**src/rtl/draw_scheduler_if.sv**
```systemverilog
// ----------------------------------------------------------------------------
// draw_scheduler_if
// Command push channel from game/menu logic into the draw scheduler FIFO.
//   cmd_valid  master->slave  push request
//   cmd_data   master->slave  38-bit packed draw command
//                             {x[37:29], y[28:20], drawID[19:16], card[15:10],
//                              menuOFF[9:6], menuID[5:4], menuDepth[3:2], winID[1:0]}
//   cmd_ready  slave->master  FIFO not full (combinational)
// ----------------------------------------------------------------------------
interface draw_scheduler_if;
  logic        cmd_valid;
  logic [37:0] cmd_data;
  logic        cmd_ready;

  modport master (output cmd_valid, output cmd_data, input cmd_ready);
  modport slave  (input cmd_valid, input cmd_data, output cmd_ready);
endinterface

```
**src/rtl/draw_scheduler.sv**
```systemverilog
// ----------------------------------------------------------------------------
// draw_scheduler
// Sequencer in front of drawImage. Draw commands are queued in a FIFO, popped
// one at a time, their image-select fields held stable while drawImage runs,
// and drawImage's pixel offsets are turned into absolute VGA coordinates that
// are clipped to the visible screen.
//
// Ports
//   clock, resetn          clock (posedge) and synchronous active-low reset
//   flush_i                empty the FIFO (only with DRAW_SCHED_FLUSH_EN)
//   cmd_bus                command push channel (draw_scheduler_if.slave)
//   di_go_o / di_done_i    start pulse to / done pulse from drawImage
//   di_*_o fields          held fields of the active command
//   di_ld_pos_i, di_draw_i drawImage position-load and pixel strobes
//   di_dx_i, di_dy_i       drawImage offsets from the command base
//   vga_x_o, vga_y_o       absolute pixel position (9-bit, wraps mod 512)
//   vga_plot_o             VGA write strobe, suppressed off-screen
//   busy_o                 a command is in flight (FSM not idle)
//   count_o                FIFO occupancy
//   overflow_o             sticky: push attempted while full
//
// Configuration macro: DRAW_SCHED_FLUSH_EN adds the flush_i input.
// ----------------------------------------------------------------------------
module draw_scheduler #(
  parameter int DEPTH = 8,
  parameter int AW    = 3,
  parameter int X_MAX = 320,
  parameter int Y_MAX = 240
) (
  input  logic          clock,
  input  logic          resetn,
`ifdef DRAW_SCHED_FLUSH_EN
  input  logic          flush_i,
`endif
  draw_scheduler_if.slave cmd_bus,
  output logic          di_go_o,
  input  logic          di_done_i,
  output logic [3:0]    di_drawID_o,
  output logic [5:0]    di_card_o,
  output logic [3:0]    di_menuOFF_o,
  output logic [1:0]    di_menuID_o,
  output logic [1:0]    di_menuDepth_o,
  output logic [1:0]    di_winID_o,
  input  logic          di_ld_pos_i,
  input  logic          di_draw_i,
  input  logic [8:0]    di_dx_i,
  input  logic [8:0]    di_dy_i,
  output logic [8:0]    vga_x_o,
  output logic [8:0]    vga_y_o,
  output logic          vga_plot_o,
  output logic          busy_o,
  output logic [AW:0]   count_o,
  output logic          overflow_o
);

  typedef enum logic [1:0] {
    S_IDLE = 2'd0,
    S_POP  = 2'd1,
    S_GO   = 2'd2,
    S_WAIT = 2'd3
  } state_t;

  localparam logic [AW:0] DEPTH_C = DEPTH[AW:0];
  localparam logic [9:0]  X_LIM   = X_MAX[9:0];
  localparam logic [9:0]  Y_LIM   = Y_MAX[9:0];

  state_t        state_q, state_d;
  logic [37:0]   mem_q [DEPTH];
  logic [AW-1:0] wr_ptr_q, wr_ptr_d, rd_ptr_q, rd_ptr_d;
  logic [AW:0]   count_q, count_d;
  logic          overflow_q, overflow_d;
  logic [19:0]   field_q, field_d;
  logic [8:0]    base_x_q, base_x_d, base_y_q, base_y_d;
  logic [8:0]    vga_x_q, vga_x_d, vga_y_q, vga_y_d;
  logic          di_go_q;

  logic          flush_s, full_s, pop_s, push_s, ovf_s;
  logic [37:0]   head_s;

`ifdef DRAW_SCHED_FLUSH_EN
  assign flush_s = flush_i;
`else
  assign flush_s = 1'b0;
`endif

  assign full_s = (count_q == DEPTH_C);
  assign pop_s  = (state_q == S_POP);
  // A pop in the same cycle frees a slot, so a full FIFO still accepts the push.
  assign push_s = cmd_bus.cmd_valid && (!full_s || pop_s) && !flush_s;
  assign ovf_s  = cmd_bus.cmd_valid && full_s && !pop_s && !flush_s;
  assign head_s = mem_q[rd_ptr_q];

  assign cmd_bus.cmd_ready = !full_s;

  // Command storage; contents are don't-care until written, so no reset.
  always_ff @(posedge clock) begin
    if (push_s) mem_q[wr_ptr_q] <= cmd_bus.cmd_data;
  end

  // FSM next state; IDLE does not start a pop on a flush cycle so POP never sees an empty FIFO.
  always_comb begin
    state_d = state_q;
    case (state_q)
      S_IDLE: if ((count_q != {(AW+1){1'b0}}) && !flush_s) state_d = S_POP;
              else state_d = S_IDLE;
      S_POP:  state_d = S_GO;
      S_GO:   state_d = S_WAIT;
      S_WAIT: if (di_done_i) state_d = S_IDLE;
              else state_d = S_WAIT;
      default: state_d = S_IDLE;
    endcase
  end

  // FIFO pointer, occupancy and sticky overflow next state.
  always_comb begin
    wr_ptr_d   = wr_ptr_q;
    rd_ptr_d   = rd_ptr_q;
    count_d    = count_q;
    overflow_d = overflow_q;
    if (flush_s) begin
      wr_ptr_d = {AW{1'b0}};
      rd_ptr_d = {AW{1'b0}};
      count_d  = {(AW+1){1'b0}};
    end else begin
      if (push_s) wr_ptr_d = wr_ptr_q + 1'b1;
      else        wr_ptr_d = wr_ptr_q;
      if (pop_s)  rd_ptr_d = rd_ptr_q + 1'b1;
      else        rd_ptr_d = rd_ptr_q;
      case ({push_s, pop_s})
        2'b10:   count_d = count_q + 1'b1;
        2'b01:   count_d = count_q - 1'b1;
        default: count_d = count_q;
      endcase
    end
    if (ovf_s) overflow_d = 1'b1;
    else       overflow_d = overflow_q;
  end

  // Held command fields and pixel coordinates; fields change only while popping.
  always_comb begin
    field_d  = field_q;
    base_x_d = base_x_q;
    base_y_d = base_y_q;
    vga_x_d  = vga_x_q;
    vga_y_d  = vga_y_q;
    if (pop_s) begin
      field_d  = head_s[19:0];
      base_x_d = head_s[37:29];
      base_y_d = head_s[28:20];
    end else begin
      field_d  = field_q;
    end
    // 9-bit sums: carry out is intentionally dropped.
    if (di_ld_pos_i) begin
      vga_x_d = base_x_q + di_dx_i;
      vga_y_d = base_y_q + di_dy_i;
    end else begin
      vga_x_d = vga_x_q;
    end
  end

  // State and datapath registers.
  always_ff @(posedge clock) begin
    if (!resetn) begin
      state_q    <= S_IDLE;
      wr_ptr_q   <= {AW{1'b0}};
      rd_ptr_q   <= {AW{1'b0}};
      count_q    <= {(AW+1){1'b0}};
      overflow_q <= 1'b0;
      field_q    <= 20'd0;
      base_x_q   <= 9'd0;
      base_y_q   <= 9'd0;
      vga_x_q    <= 9'd0;
      vga_y_q    <= 9'd0;
      di_go_q    <= 1'b0;
    end else begin
      state_q    <= state_d;
      wr_ptr_q   <= wr_ptr_d;
      rd_ptr_q   <= rd_ptr_d;
      count_q    <= count_d;
      overflow_q <= overflow_d;
      field_q    <= field_d;
      base_x_q   <= base_x_d;
      base_y_q   <= base_y_d;
      vga_x_q    <= vga_x_d;
      vga_y_q    <= vga_y_d;
      di_go_q    <= (state_d == S_GO);
    end
  end

  assign di_go_o        = di_go_q;
  assign di_drawID_o    = field_q[19:16];
  assign di_card_o      = field_q[15:10];
  assign di_menuOFF_o   = field_q[9:6];
  assign di_menuID_o    = field_q[5:4];
  assign di_menuDepth_o = field_q[3:2];
  assign di_winID_o     = field_q[1:0];
  assign vga_x_o        = vga_x_q;
  assign vga_y_o        = vga_y_q;
  assign vga_plot_o     = di_draw_i && ({1'b0, vga_x_q} < X_LIM) &&
                          ({1'b0, vga_y_q} < Y_LIM) && (state_q == S_WAIT);
  assign busy_o         = (state_q != S_IDLE);
  assign count_o        = count_q;
  assign overflow_o     = overflow_q;

endmodule
```
**src/flat_wrapper.sv**
```systemverilog
// flat-port wrapper written by rule: the top's interface ports become plain ports
module draw_scheduler_flat 
#(
  parameter int DEPTH = 8,
  parameter int AW    = 3,
  parameter int X_MAX = 320,
  parameter int Y_MAX = 240
)
  (clock, resetn, di_go_o, di_done_i, di_drawID_o, di_card_o, di_menuOFF_o, di_menuID_o, di_menuDepth_o, di_winID_o, di_ld_pos_i, di_draw_i, di_dx_i, di_dy_i, vga_x_o, vga_y_o, vga_plot_o, busy_o, count_o, overflow_o, cmd_bus_cmd_valid, cmd_bus_cmd_data, cmd_bus_cmd_ready);
  draw_scheduler_if cmd_bus_i ();
  input  logic clock;
  input  logic resetn;
  output logic di_go_o;
  input  logic di_done_i;
  output logic [3:0] di_drawID_o;
  output logic [5:0] di_card_o;
  output logic [3:0] di_menuOFF_o;
  output logic [1:0] di_menuID_o;
  output logic [1:0] di_menuDepth_o;
  output logic [1:0] di_winID_o;
  input  logic di_ld_pos_i;
  input  logic di_draw_i;
  input  logic [8:0] di_dx_i;
  input  logic [8:0] di_dy_i;
  output logic [8:0] vga_x_o;
  output logic [8:0] vga_y_o;
  output logic vga_plot_o;
  output logic busy_o;
  output logic [AW:0] count_o;
  output logic overflow_o;
  input wire logic [$bits(cmd_bus_i.cmd_valid)-1:0] cmd_bus_cmd_valid;
  input wire logic [$bits(cmd_bus_i.cmd_data)-1:0] cmd_bus_cmd_data;
  output wire logic [$bits(cmd_bus_i.cmd_ready)-1:0] cmd_bus_cmd_ready;
  assign cmd_bus_i.cmd_valid = cmd_bus_cmd_valid;
  assign cmd_bus_i.cmd_data = cmd_bus_cmd_data;
  assign cmd_bus_cmd_ready = cmd_bus_i.cmd_ready;
  draw_scheduler #(.DEPTH(DEPTH), .AW(AW), .X_MAX(X_MAX), .Y_MAX(Y_MAX)) u_core (.clock(clock), .resetn(resetn), .cmd_bus(cmd_bus_i), .di_go_o(di_go_o), .di_done_i(di_done_i), .di_drawID_o(di_drawID_o), .di_card_o(di_card_o), .di_menuOFF_o(di_menuOFF_o), .di_menuID_o(di_menuID_o), .di_menuDepth_o(di_menuDepth_o), .di_winID_o(di_winID_o), .di_ld_pos_i(di_ld_pos_i), .di_draw_i(di_draw_i), .di_dx_i(di_dx_i), .di_dy_i(di_dy_i), .vga_x_o(vga_x_o), .vga_y_o(vga_y_o), .vga_plot_o(vga_plot_o), .busy_o(busy_o), .count_o(count_o), .overflow_o(overflow_o));
endmodule
```
**config.mk**
```make
export PLATFORM = sky130hd
export DESIGN_NAME = draw_scheduler_flat
export DESIGN_NICKNAME = d
export VERILOG_FILES = /design/src/rtl/draw_scheduler_if.sv /design/src/rtl/draw_scheduler.sv /design/src/flat_wrapper.sv
export SDC_FILE = /design/constraint.sdc
export NUM_CORES = 1
export LEC_CHECK = 0
export CORE_MARGIN = 1.5
export CORE_UTILIZATION = 42
export CTS_CLUSTER_DIAMETER = 80
export DETAILED_ROUTE_END_ITERATION = 16
export SYNTH_ARGS = -nofsm -noshare
export SYNTH_HDL_FRONTEND = slang
export SYNTH_SLANG_ARGS = --single-unit
export TNS_END_PERCENT = 20
```
**constraint.sdc**
```tcl
create_clock -name clock -period 5.5 [get_ports clock]
set_input_delay 1.1 -clock clock [delete_from_list [all_inputs] [get_ports clock]]
set_output_delay 1.1 -clock clock [all_outputs]
set_load 0.01 [all_outputs]
```
### After elaboration in Yosys (flattened, before gate mapping)

Memories as Yosys holds them, arrays and structs flattened. A register that Yosys moved wholly into a read port is not among the register bits.
Cells that the tools add are included.

| storage, ports and cells | value |
|---|---|
| bits in registers | 32 |
| input bits | 62 |
| logic and storage cells | 44 |
| RAM bits | 304 |
| memories | 1 |
| output and inout port bits | 47 |

| cells by class | value |
|---|---|
| $lt $le $gt $ge | 2 |
| reductions and logical operators | 14 |
| muxes and demuxes | 6 |
| $add $sub $neg | 6 |
| equality and inequality tests | 7 |

Memory list:

| name | words | bits a word | rd ports | clocked after Yosys merged registers in | wr ports | RTL line | text |
|---|---|---|---|---|---|---|---|
| u_core.mem_q | 8 | 38 | 1 | 1 | 1 | draw_scheduler.sv:68 | `logic [37:0] mem_q [DEPTH];` |

Operators with widths:

| cell | count |
|---|---|
| 9-bit adder | 2 |
| 9-bit by 8-bit less-than comparator with 1-bit output (second input constant) | 1 |
| 9-bit less-than comparator (second input constant) | 1 |
| 2-bit == test (second input constant) | 4 |
| 2-bit one-hot mux with 4 select lines | 1 |
| 4-bit one-hot mux with 2 select lines | 1 |
| 3-bit by 1-bit adder with 3-bit output (second input constant) | 2 |
| 1-bit logical AND | 6 |
| 4-bit by 1-bit adder with 4-bit output (second input constant) | 1 |
| 2-bit by 1-bit == test with 1-bit output (second input constant) | 2 |
| 4-bit == test (second input constant) | 1 |
| 2-bit nonzero test | 2 |
| 4-bit nonzero test | 1 |
| 4-bit by 1-bit subtractor with 4-bit output (second input constant) | 1 |
| 1-bit logical NOT | 3 |
| 1-bit 2-to-1 mux | 3 |
| 2-bit logical NOT | 1 |
| 2-bit 2-to-1 mux | 1 |
| 1-bit logical OR | 1 |

### Longest topological paths before layout

Gate-level depths: netlist of the first run.

| depth | value |
|---|---|
| depth in word-level cells | 6 |
| mapped depth | 8 |
| mapped depth without buffers | 7 |

### Worst setup path before layout of the first run

OpenSTA, ideal clock, no wires.

| timing | value |
|---|---|
| kind | input-to-reg |
| start point | input port cmd_bus_cmd_valid |
| end point | memory u_core.mem_q[0][0] (enable) |
| library setup time | 528 ps |
| setup slack | -53 ps |
| cell stages on the path | 3 |
| data required time | 4972 ps |
| data arrival time | 5025 ps |
| buffers on the path | 1 |
| path through | clkbuf_2 > o21ai_2 > nor4_1 |

| between the ends | value |
|---|---|
| cells in the longest elaborated chain, start to end | 3 |

RTL lines:

| what | RTL line | text |
|---|---|---|
| start, declared | flat_wrapper.sv:31 | `input wire logic [$bits(cmd_bus_i.cmd_valid)-1:0] cmd_bus_cmd_valid;` |
| 1-bit logical AND | draw_scheduler.sv:89 | `assign push_s = cmd_bus.cmd_valid && (!full_s \|\| pop_s) && !flush_s;` |
| 1-bit 2-to-1 mux | draw_scheduler.sv:97 | `if (push_s) mem_q[wr_ptr_q] <= cmd_bus.cmd_data;` |
| 1-bit 2-to-1 mux (implied by the code) | draw_scheduler.sv:97 |  |
| end, declared | draw_scheduler.sv:68 |  |

Every way passes these cells.

### Worst setup path in the final report of the first run

| timing | value |
|---|---|
| start point | input port di_draw_i |
| end point | output port vga_plot_o |

| between the ends | value |
|---|---|
| cells in the longest elaborated chain, start to end | 3 |

RTL lines:

| what | RTL line | text |
|---|---|---|
| start, declared | flat_wrapper.sv:22 | `input logic di_draw_i;` |
| 1-bit logical AND (2 in series) | draw_scheduler.sv:200 | `assign vga_plot_o = di_draw_i && ({1'b0, vga_x_q} < X_LIM) &&` |
| 1-bit logical AND | draw_scheduler.sv:201 | `({1'b0, vga_y_q} < Y_LIM) && (state_q == S_WAIT);` |
| end, declared | flat_wrapper.sv:27 | `output logic vga_plot_o;` |

Every way passes these cells.

==> impl_results.md, run 1 <==
- Slew headroom: 36.4%
- Ratio of cells with drive above 1 in the final layout: 16.8%
- CP max FO: 1
- Final Hold Viols: 0
- CP Depth: 5
- Worst EP required: between 4000 and 5000 ps
- Clk sinks: around 370
- GR peak layer: met2
- Met1 usage: 23.7%
- Wire per inst: between 20 and 25 um
- CP Launch Type: input port
- Cell area after layout: 17,600 sq um
- ANT nets after route: 0
- Sequential fraction of the synthesis area: a little under three quarters
- Max Cap Viol: 0
- R2R depth: 4
- Clk_lat worst skew: around 530 ps
- Post-synthesis register bit count: 374
- Area contributors post-synth: edfxtp_1, mux4_2, dfxtp_1
- CTS Root Cell: clkbuf_16
- Cell leakage power: 5.76 nW
- WL final: 29,900 um
- Critical Path Sink Type: output port
- Min cycle time layout: 3590 ps
- Top cell by count, worst path: clkdlybuf4s50_1
- Status: finished clean
- CTS tree: yes
- Largest net degree at the start of global routing: 82
- I/O Pins: 109
- Final RePlAce weighted congestion: 0.800
- Count leader, synth: edfxtp_1
- TritonCTS buffer count: 40
- Grt total ovfl: 0
- Initial DRC count: roughly 450
- Setup violators final: 0
- Clock skew: 18.9 ps
- Fin. max-slew vios: 0
- Layout area overhead: 20.3%
- Starting Density: 42.5%
- Warnings, synthesis: 0
- Leading area contributor after synthesis: edfxtp_1
- Tcrit/Tclk final: approximately two thirds
- IO Port Bufs: 108
- Prevailing post-synth register cell: edfxtp_1
- Vias in the first global route: 7,872
- Worst-case clock buffer depth: 3
- Syn_area_per_cell: 17.8 sq um
- Dpl cell area: 16,300 sq um
- Synth unique cells: 51
- Die width: 190 um
- Pre-CTS setup slack: 1840 ps
- Cell Chain, Critical Path: clkdlybuf4s50_1, nor2b_1, nand4_1, a41oi_1, clkdlybuf4s50_1
- Initial DRT Pass Iterations: 7
- CORE AREA: 34,500 sq um
- Max incr delay on CP: 560 ps
- RSZ-0062 raised after global routing: no
- Max IR drop VDD: 0.296 mV
- Synth top area share: 62.3%
- Met3 Use GR: just under 3%
- Die height: 190 um
- Die area: 36,000 sq um
- Worst path bufs/invs: 2
- Layout Nets: 1,025
- Post-synth EDFFs: 304
- HPWL after DPL: about 17,000 um
- CTS clk-pin slew, worst paths: 60 ps
- CTS Hold Bufs: 0
- Post-Syn Nets: 908
- Cell Area, Synth: around 15,000 sq um
- GR Util met2: 27.3%
- First-pass GRT wire length: 46,400 um
- HP Class: register to register
- Setup Buffers After CTS: 0
- Post-CTS resize count: 0
- CP arrival: between 2000 and 2500 ps
- Setup CP Type: input port to output port
- TNS Setup: 0 ps
- Tot GR Track Use: approximately 17%
- Hold Path Stages: 1
- Post-synthesis cell count: 825
- Fmax: 0.278 GHz
- Async set-reset flop share out of synthesis: 0%
- Drc violations: 0
- Vias post-DR: 7,666
- Initial antenna violation count: 0
- Top cells by count, synth: edfxtp_1, mux4_2, dfxtp_1
- Row count: 68
- Critical-path top delay cell: clkdlybuf4s50_1
- Vias per cell: 5.36
- Final WS setup: 1910 ps
- Pwr dens: 451 nW/um^2
- Slew of the pin with the lowest slew margin: 950 ps
- Delay-heaviest family, CP: buffers and inverters
- H-Tree Depth: 2
[worst reg2reg max path, stage by stage (launching register included)]
cell	delay [ps]
dfxtp_1	370
or4b_1	760
o211ai_1	780
nor2_4	350
buf_4	330
[cells by family (layout without fill, tap and decap cells)]
group           after synthesis  in the layout  share of synthesized area, %
compound gates              144            144                          5.88
xor+xnor                      9              9                         0.538
fa+ha+maj                    21             21                          1.89
buf+inv                      54            202                          1.51
flops                       374            374                          71.8
mux                         120            120                          14.7
other cells                   0              1                             0
simple gates                103            103                          3.66
[power by group]
| part | internal (W) | switching (W) |
|---|---|---|
| sequential | 0.00333 | 0.000225 |
| clock | 0.00168 | 0.00104 |
| combinational | 0.000881 | 0.000801 |
[final timing paths]
check                                       start                  to  slack (ps)
worst max-delay path                    di_draw_i          vga_plot_o        1910
worst min-delay path            u_core.overflow_o   u_core.overflow_o         470
worst max register to register  u_core.count_o[0]  u_core.mem_q[7][3]        2660
worst min register to register  u_core.overflow_o   u_core.overflow_o         470
[per-layer routing]
layer  vias to the layer above  routed length [um]  share of wire [%]
met1                      3861               13700                 46
met5                         -                   0                  0
met4                         0                 671                2.2
met3                        47                1420                4.8
met2                       190               14100                 47
li1                       3568                   -                  -
[cell type report]
class	instances	area, sq um
diodes	1	2.50
clock buffers	60	1110
clock inverters	13	229
fillers	2862	16800
inverters	6	22.5
multi-input cells	397	3970
flip-flops and latches	374	10500
well taps	455	569
repair buffers	123	1190
[metrics by stage]
| stage | power, W | util (%) | std cells | hold WS, ps |
|---|---|---|---|---|
| 2_1_floorplan | 0.00472 | - | 825 | 505 |
| 3_3_place_gp | 0.00532 | 47.3 | 1355 | 464 |
| 3_5_place_dp | 0.00533 | 47.3 | 1355 | 469 |
| 4_1_cts | 0.00806 | 51.2 | 1428 | 483 |
| 5_1_grt | 0.00835 | 51.2 | 1428 | 489 |
| 6_report | 0.00795 | 51.2 | 1429 | 474 |
[flip-flops by register name, indices dropped and copies added, names as in the netlist]
register,flops
u_core.vga_y_o,9
u_core.overflow_o,1
u_core.count_o,4
u_core.state_q,2
u_core.base_x_q,9
u_core.wr_ptr_q,3
u_core.field_q,20
u_core.vga_x_o,9
u_core.base_y_q,9
u_core.mem_q,304
u_core.rd_ptr_q,3
u_core.di_go_o,1
[layout by cell type, fill, tap and decap left out, types with 3 or more instances in the layout]
cell type | netlist | routed
clkinv_2 | 0 | 4
clkbuf_1 | 32 | 17
nor3_2 | 0 | 4
clkdlybuf4s50_1 | 0 | 107
a21o_1 | 9 | 9
nor2_4 | 0 | 3
or4_1 | 3 | 3
a211o_1 | 3 | 3
bufinv_16 | 0 | 6
nor2_1 | 24 | 21
xnor2_1 | 5 | 5
or3_1 | 3 | 3
o21ai_0 | 47 | 47
nand3_1 | 11 | 11
nor3_1 | 13 | 9
o21a_1 | 6 | 6
o31ai_1 | 4 | 4
inv_1 | 6 | 6
ha_1 | 19 | 19
buf_4 | 1 | 15
clkbuf_16 | 0 | 40
mux2i_1 | 44 | 44
and2_1 | 8 | 8
and3_1 | 5 | 5
nand2_1 | 17 | 17
xor2_1 | 4 | 4
o211ai_1 | 6 | 6
a21oi_1 | 45 | 45
a211oi_1 | 7 | 7
mux4_2 | 76 | 76
clkbuf_8 | 0 | 3
nand4b_1 | 3 | 3
a31oi_1 | 6 | 6
dfxtp_1 | 70 | 67
edfxtp_1 | 304 | 304
nand2b_1 | 4 | 4
Note: power is estimated with default switching activity, not from simulation.
==> inputs of run 2 (changes only) <==
==> constraint.sdc (replaced) <==
create_clock -name clock -period 2.9 [get_ports clock]
set_input_delay 0.58 -clock clock [delete_from_list [all_inputs] [get_ports clock]]
set_output_delay 0.58 -clock clock [all_outputs]
set_load 0.01 [all_outputs]
==> run 2 against run 1 <==
Compared with the run above:
- via count increased by 1.1%
- wire length increased by 2.8%
- global-route usage increased by 0.49 points
- clock skew decreased by 4.8 ps
- first-iteration DRC count increased by 47%
- critical path depth decreased by 3
- clock-buffer cell count decreased by 10
- die area unchanged
- worst setup slack got worse by 1800 ps
- highest routed layer unchanged
==> impl_results.md, run 2 (same netlist as run 1, synthesis figures left out) <==
- Initial DRT Pass Iterations: 7
- Layout fillers: 2,847
- Post-CTS resize count: 0
- Pwr dens: 834 nW/um^2
- Fin cells: around 1.4k
- H-Tree Depth: 2
- First-pass GRT wire length: 47,600 um
- Critical Path Sink Type: output port
- IO Port Bufs: 108
- Met3 Use GR: 2.91%
- CP Launch Type: register
- Dpl cell area: 16,600 sq um
- Vias per cell: 5.38
- CTS Hold Bufs: 0
- Clk sinks: 374
- CORE AREA: between 30,000 and 40,000 sq um
- CTS Root Cell: clkbuf_16
- RSZ-0062 raised after global routing: no
- Clk_lat worst skew: between 500 and 600 ps
- Cell leakage power: 5.83 nW
- Slew of the pin with the lowest slew margin: 728 ps
- Most frequent cells in the layout: edfxtp_1, clkdlybuf4s50_1, mux4_2
- Most common cell after layout, fill and taps aside: edfxtp_1
- Max IR drop VDD: approximately 0.54 mV
- GR peak layer: met2
- Placed Instances: 1,371
- Tot GR Track Use: 17.5%
- ANT nets after route: 0
- Starting Density: 42.5%
- Die width: 190 um
- CP arrival: 2180 ps
- Setup Buffers After CTS: 0
- Worst-case clock buffer depth: 3
- Die area: 36,000 sq um
- CP max FO: 7
- Worst EP required: 2320 ps
- Drc violations: 0
- Fmax: 0.362 GHz
- Max incr delay on CP: 750 ps
- Setup CP Type: register to output port
- Fin. max-slew vios: 0
- Layout Nets: between 1k and 1.5k
- I/O Pins: ~110
- Ratio of cells with drive above 1 in the final layout: ~18%
- HP Class: register to register
- Wire per inst: between 20 and 25 um
- GR Util met2: 28.2%
- Largest net degree at the start of global routing: between 60 and 70
- Layout area overhead: 21.4%
- Initial antenna violation count: 1
- TritonCTS buffer count: 39
- Min cycle time layout: 2760 ps
- Die height: 190 um
- Final RePlAce weighted congestion: between 0.8 and 0.9
- Vias in the first global route: 7,985
- TNS Setup: 0 ps
- Max FFs per register: 304
- Cell area after layout: 17,800 sq um
- Vias post-DR: between 7k and 8k
- CTS clk-pin slew, worst paths: ~60 ps
- CTS tree: yes
- Setup violators final: 0
- Cell Chain, Critical Path: or4b_1, clkdlybuf4s50_1
- Initial DRC count: 668
- Max Cap Viol: 0
- Grt total ovfl: 0
- Clock skew: approximately 14 ps
- Largest regs: u_core.mem_q (304), u_core.field_q (20)
- Slew headroom: 51.4%
- Biggest register: u_core.mem_q
- WL final: 30,700 um
- Row count: slightly below 70
- Critical-path top delay cell: or4b_1
- Final Hold Viols: 0
- Tcrit/Tclk final: 95.2%
- HPWL after DPL: 18,500 um
- Met1 usage: 24.8%
- Status: finished clean
==> run 2: cell count changes in the layout (fill, tap and decap cells not counted) <==
cell / delta
clkinv_1: +2
clkbuf_16: -1
buf_12: +12
clkinv_8: -1
clkbuf_1: -8
bufinv_16: -3
clkinvlp_4: +2
clkbuf_8: -1
clkinv_4: +2
clkinv_2: +5
buf_4: +4
==> run 2: path summary, 6_finish.rpt <==
check	start	to	slack (ps)	cells past startpoint
max	u_core.count_o[0]	cmd_bus_cmd_ready	140	2
min	u_core.overflow_o	u_core.overflow_o	470	1
max reg2reg	u_core.base_x_q[0]	u_core.vga_x_o[8]	600	6
min reg2reg	u_core.overflow_o	u_core.overflow_o	470	1
==> run 2: layout make-up <==
type,instances,area (sq um),area share [%]
Tap cell,455,569,3.20
Sequential cell,374,10500,59.2
Clock buffer,50,1040,5.83
Inverter,6,22.5,0.127
Multi-Input combinational cell,397,3970,22.3
Timing Repair Buffer,139,1460,8.20
Clock inverter,20,188,1.05
Antenna cell,1,2.50,0.0141
==> run 2: routing by layer <==
layer | routed length (um) | vias up
met5 | 0 | -
met4 | 434 | 0
met3 | 1380 | 33
met2 | 14500 | 181
met1 | 14400 | 3943
li1 | - | 3596
==> run 2: worst max-delay path: cells and delay by family, from the launching register on <==
kind	cells	cell delay (ps)
buf+inv	1	560
simple gates	1	750
flops	1	360
==> run 2: where the power goes <==
part	internal (W)	switching [W]
sequential	0.00631	0.000352
clock	0.00281	0.00199
combinational	0.00176	0.00161
total	0.0109	0.00395
==> run 2: per-stage QoR <==
step           power (W)  hold slack [ps]  worst slack (ps)  util (%)
2_1_floorplan    0.00895              505             -1180         -
3_3_place_gp      0.0102              453              -109      48.1
3_5_place_dp      0.0102              463             -88.9      48.1
4_1_cts           0.0150              477               115      51.6
5_1_grt           0.0156              498              83.8      51.6
6_report          0.0148              470               139      51.6
==> inputs of run 3 (changes only) <==
==> constraint.sdc (replaced) <==
create_clock -name clock -period 3 [get_ports clock]
set_input_delay 0.6 -clock clock [delete_from_list [all_inputs] [get_ports clock]]
set_output_delay 0.6 -clock clock [all_outputs]
set_load 0.01 [all_outputs]
==> run 3 against run 2 <==
Compared with the run above:
- non-clock buffer count did not move
- sequential share of layout area fell by 0.57 points
- worst hold slack got worse by 76 ps
- sequential power fell by 3.2%
- total power barely moved
- critical endpoint unchanged
==> impl_results.md, run 3 (same netlist as run 1, synthesis figures left out) <==
- Wire per inst: ~21 um
- Slew of the pin with the lowest slew margin: between 800 and 900 ps
- R2R depth: 4
- Die area: 36,000 sq um
- I/O Pins: around 110
- CTS Root Cell: clkbuf_16
- Cell leakage power: 5.91 nW
- Tcrit/Tclk final: between 90% and 100%
- Clk sinks: approximately 370
- Core Util, Final: 52.1%
- Post-CTS resize count: 0
- Setup Buffers After CTS: 0
- Final Hold Viols: 0
- Grt total ovfl: 0
- Max FFs per register: 304
- Reg2reg setup slack: 620 ps
- Fin cells: 1,446
- Status: finished clean
- HPWL after DPL: approximately 18,000 um
- Worst Hold End: u_core.overflow_o
- Worst-case clock buffer depth: 3
- CP arrival: 2180 ps
- IO Port Bufs: 108
- Placed Instances: 1,371
- Pwr Total: 0.0148 W
- CTS clk-pin slew, worst paths: 60 ps
- Layout Nets: approximately 1.0k
- Largest regs: u_core.mem_q (304), u_core.field_q (20)
- Setup violators final: 0
- Initial DRC count: 442
- Layout area overhead: 22.5%
- Fmax: 0.360 GHz
- CORE AREA: 34,500 sq um
- Worst EP required: 2400 ps
- Die width: 190 um
- CTS Hold Bufs: 0
- Setup CP Type: register to output port
- Hold Path Stages: 2
- H-Tree Depth: 2
- Initial antenna violation count: 0
- Largest net degree at the start of global routing: 81
- R2r startpoint: u_core.count_o[0]
- WL final: 30,300 um
- Reg2reg end: u_core.mem_q[4][21]
- Most common cell after layout, fill and taps aside: edfxtp_1
- Critical Path Sink Type: output port
- CTS tree: yes
- ANT nets after route: 0
- Switching pwr: 0.00382 W
- Vias post-DR: 7,784
- Tot GR Track Use: about 17%
- CP Launch Type: register
- Drc violations: 0
- Biggest register: u_core.mem_q
- HP Class: input port to register
- Fin. max-slew vios: 0
- Initial DRT Pass Iterations: 4
- Vias in the first global route: a little under 8k
- Row count: 68
- Internal Power: 0.0110 W
- Clock power share: 34.6%
- Switching part of the total: 25.8%
- CP max FO: 7
- Slew headroom: 42.5%
- Vias per cell: 5.38
- HP Start: resetn
- Die height: 190 um
- Final RePlAce weighted congestion: just under 0.8
- Ratio of cells with drive above 1 in the final layout: 18.8%
- Max IR drop VDD: 0.518 mV
- Clock skew: 16.9 ps
- Clk_lat worst skew: 530 ps
- Min cycle time layout: 2780 ps
- TritonCTS buffer count: 40
- First-pass GRT wire length: ~47,000 um
- Starting Density: between 40 and 50%
- Comb pwr share: between 20% and 30%
- Pwr dens: 826 nW/um^2
- RSZ-0062 raised after global routing: no
- Max Cap Viol: 0
- Seq pwr share: 43.5%
- Most frequent cells in the layout: edfxtp_1, clkdlybuf4s50_1, mux4_2
run 3: cell count changes in the layout (fill, tap and decap cells not counted), sizes merged:
cell | before | now
inv | 7 | 6
clkbuf | 50 | 53
clkinv | 14 | 12
bufinv | 3 | 7
run 3: metrics by stage:
stage | setup slack, ps | instance area [sq um] | hold slack, ps | setup TNS (ps)
floorplan | -1080 | 14700 | 505 | -183800
global placement | 82.5 | 16600 | 477 | 0
detailed placement | 29.5 | 16600 | 480 | 0
CTS | 208 | 18000 | 373 | 0
global route | 172 | 18000 | 405 | 0
finish | 223 | 18000 | 394 | 0
run 3: final cells by class:
class	count	area (sq um)
flip-flops and latches	374	10500
fillers	2817	16500
clock buffers	53	1100
repair buffers	139	1460
clock inverters	21	294
well taps	455	569
inverters	6	22.5
diodes	1	2.50
multi-input cells	397	3970
run 3: how the worst max path moves through the flow:
stage | slack, ps | to | cells after the start | from
floorplan | -1080 | u_core.mem_q[2][0] | 4 | u_core.state_q[0]
global placement | 80 | u_core.vga_x_o[8] | 8 | di_dx_i[0]
detailed placement | 30 | u_core.vga_x_o[8] | 8 | di_dx_i[0]
CTS | 210 | cmd_bus_cmd_ready | 3 | u_core.count_o[0]
global route | 170 | cmd_bus_cmd_ready | 3 | u_core.count_o[1]
finish | 220 | cmd_bus_cmd_ready | 3 | u_core.count_o[0]
run 3: per-layer routing:
layer	up-vias	track usage, %	share of wire, %
met1	3959	25.0	45
met3	34	2.90	5.6
met2	184	27.4	47
met4	0	4.24	1.6
met5	-	0	0
li1	3607	-	-
run 3: critical path, cell delays in order (launching register included):
cell,delay (ps)
dfxtp_1,370
or4b_1,610
buf_4,200
clkdlybuf4s50_1,480
run 3: power by group through the flow:
stage	Clock, W	Combinational [W]	Sequential (W)
global route	0.00546	0.00359	0.00652
global placement	0	0.00328	0.00655
CTS	0.00527	0.00331	0.00646
finish	0.00514	0.00325	0.00645
floorplan	0	0.00217	0.00648
detailed placement	0	0.00330	0.00657
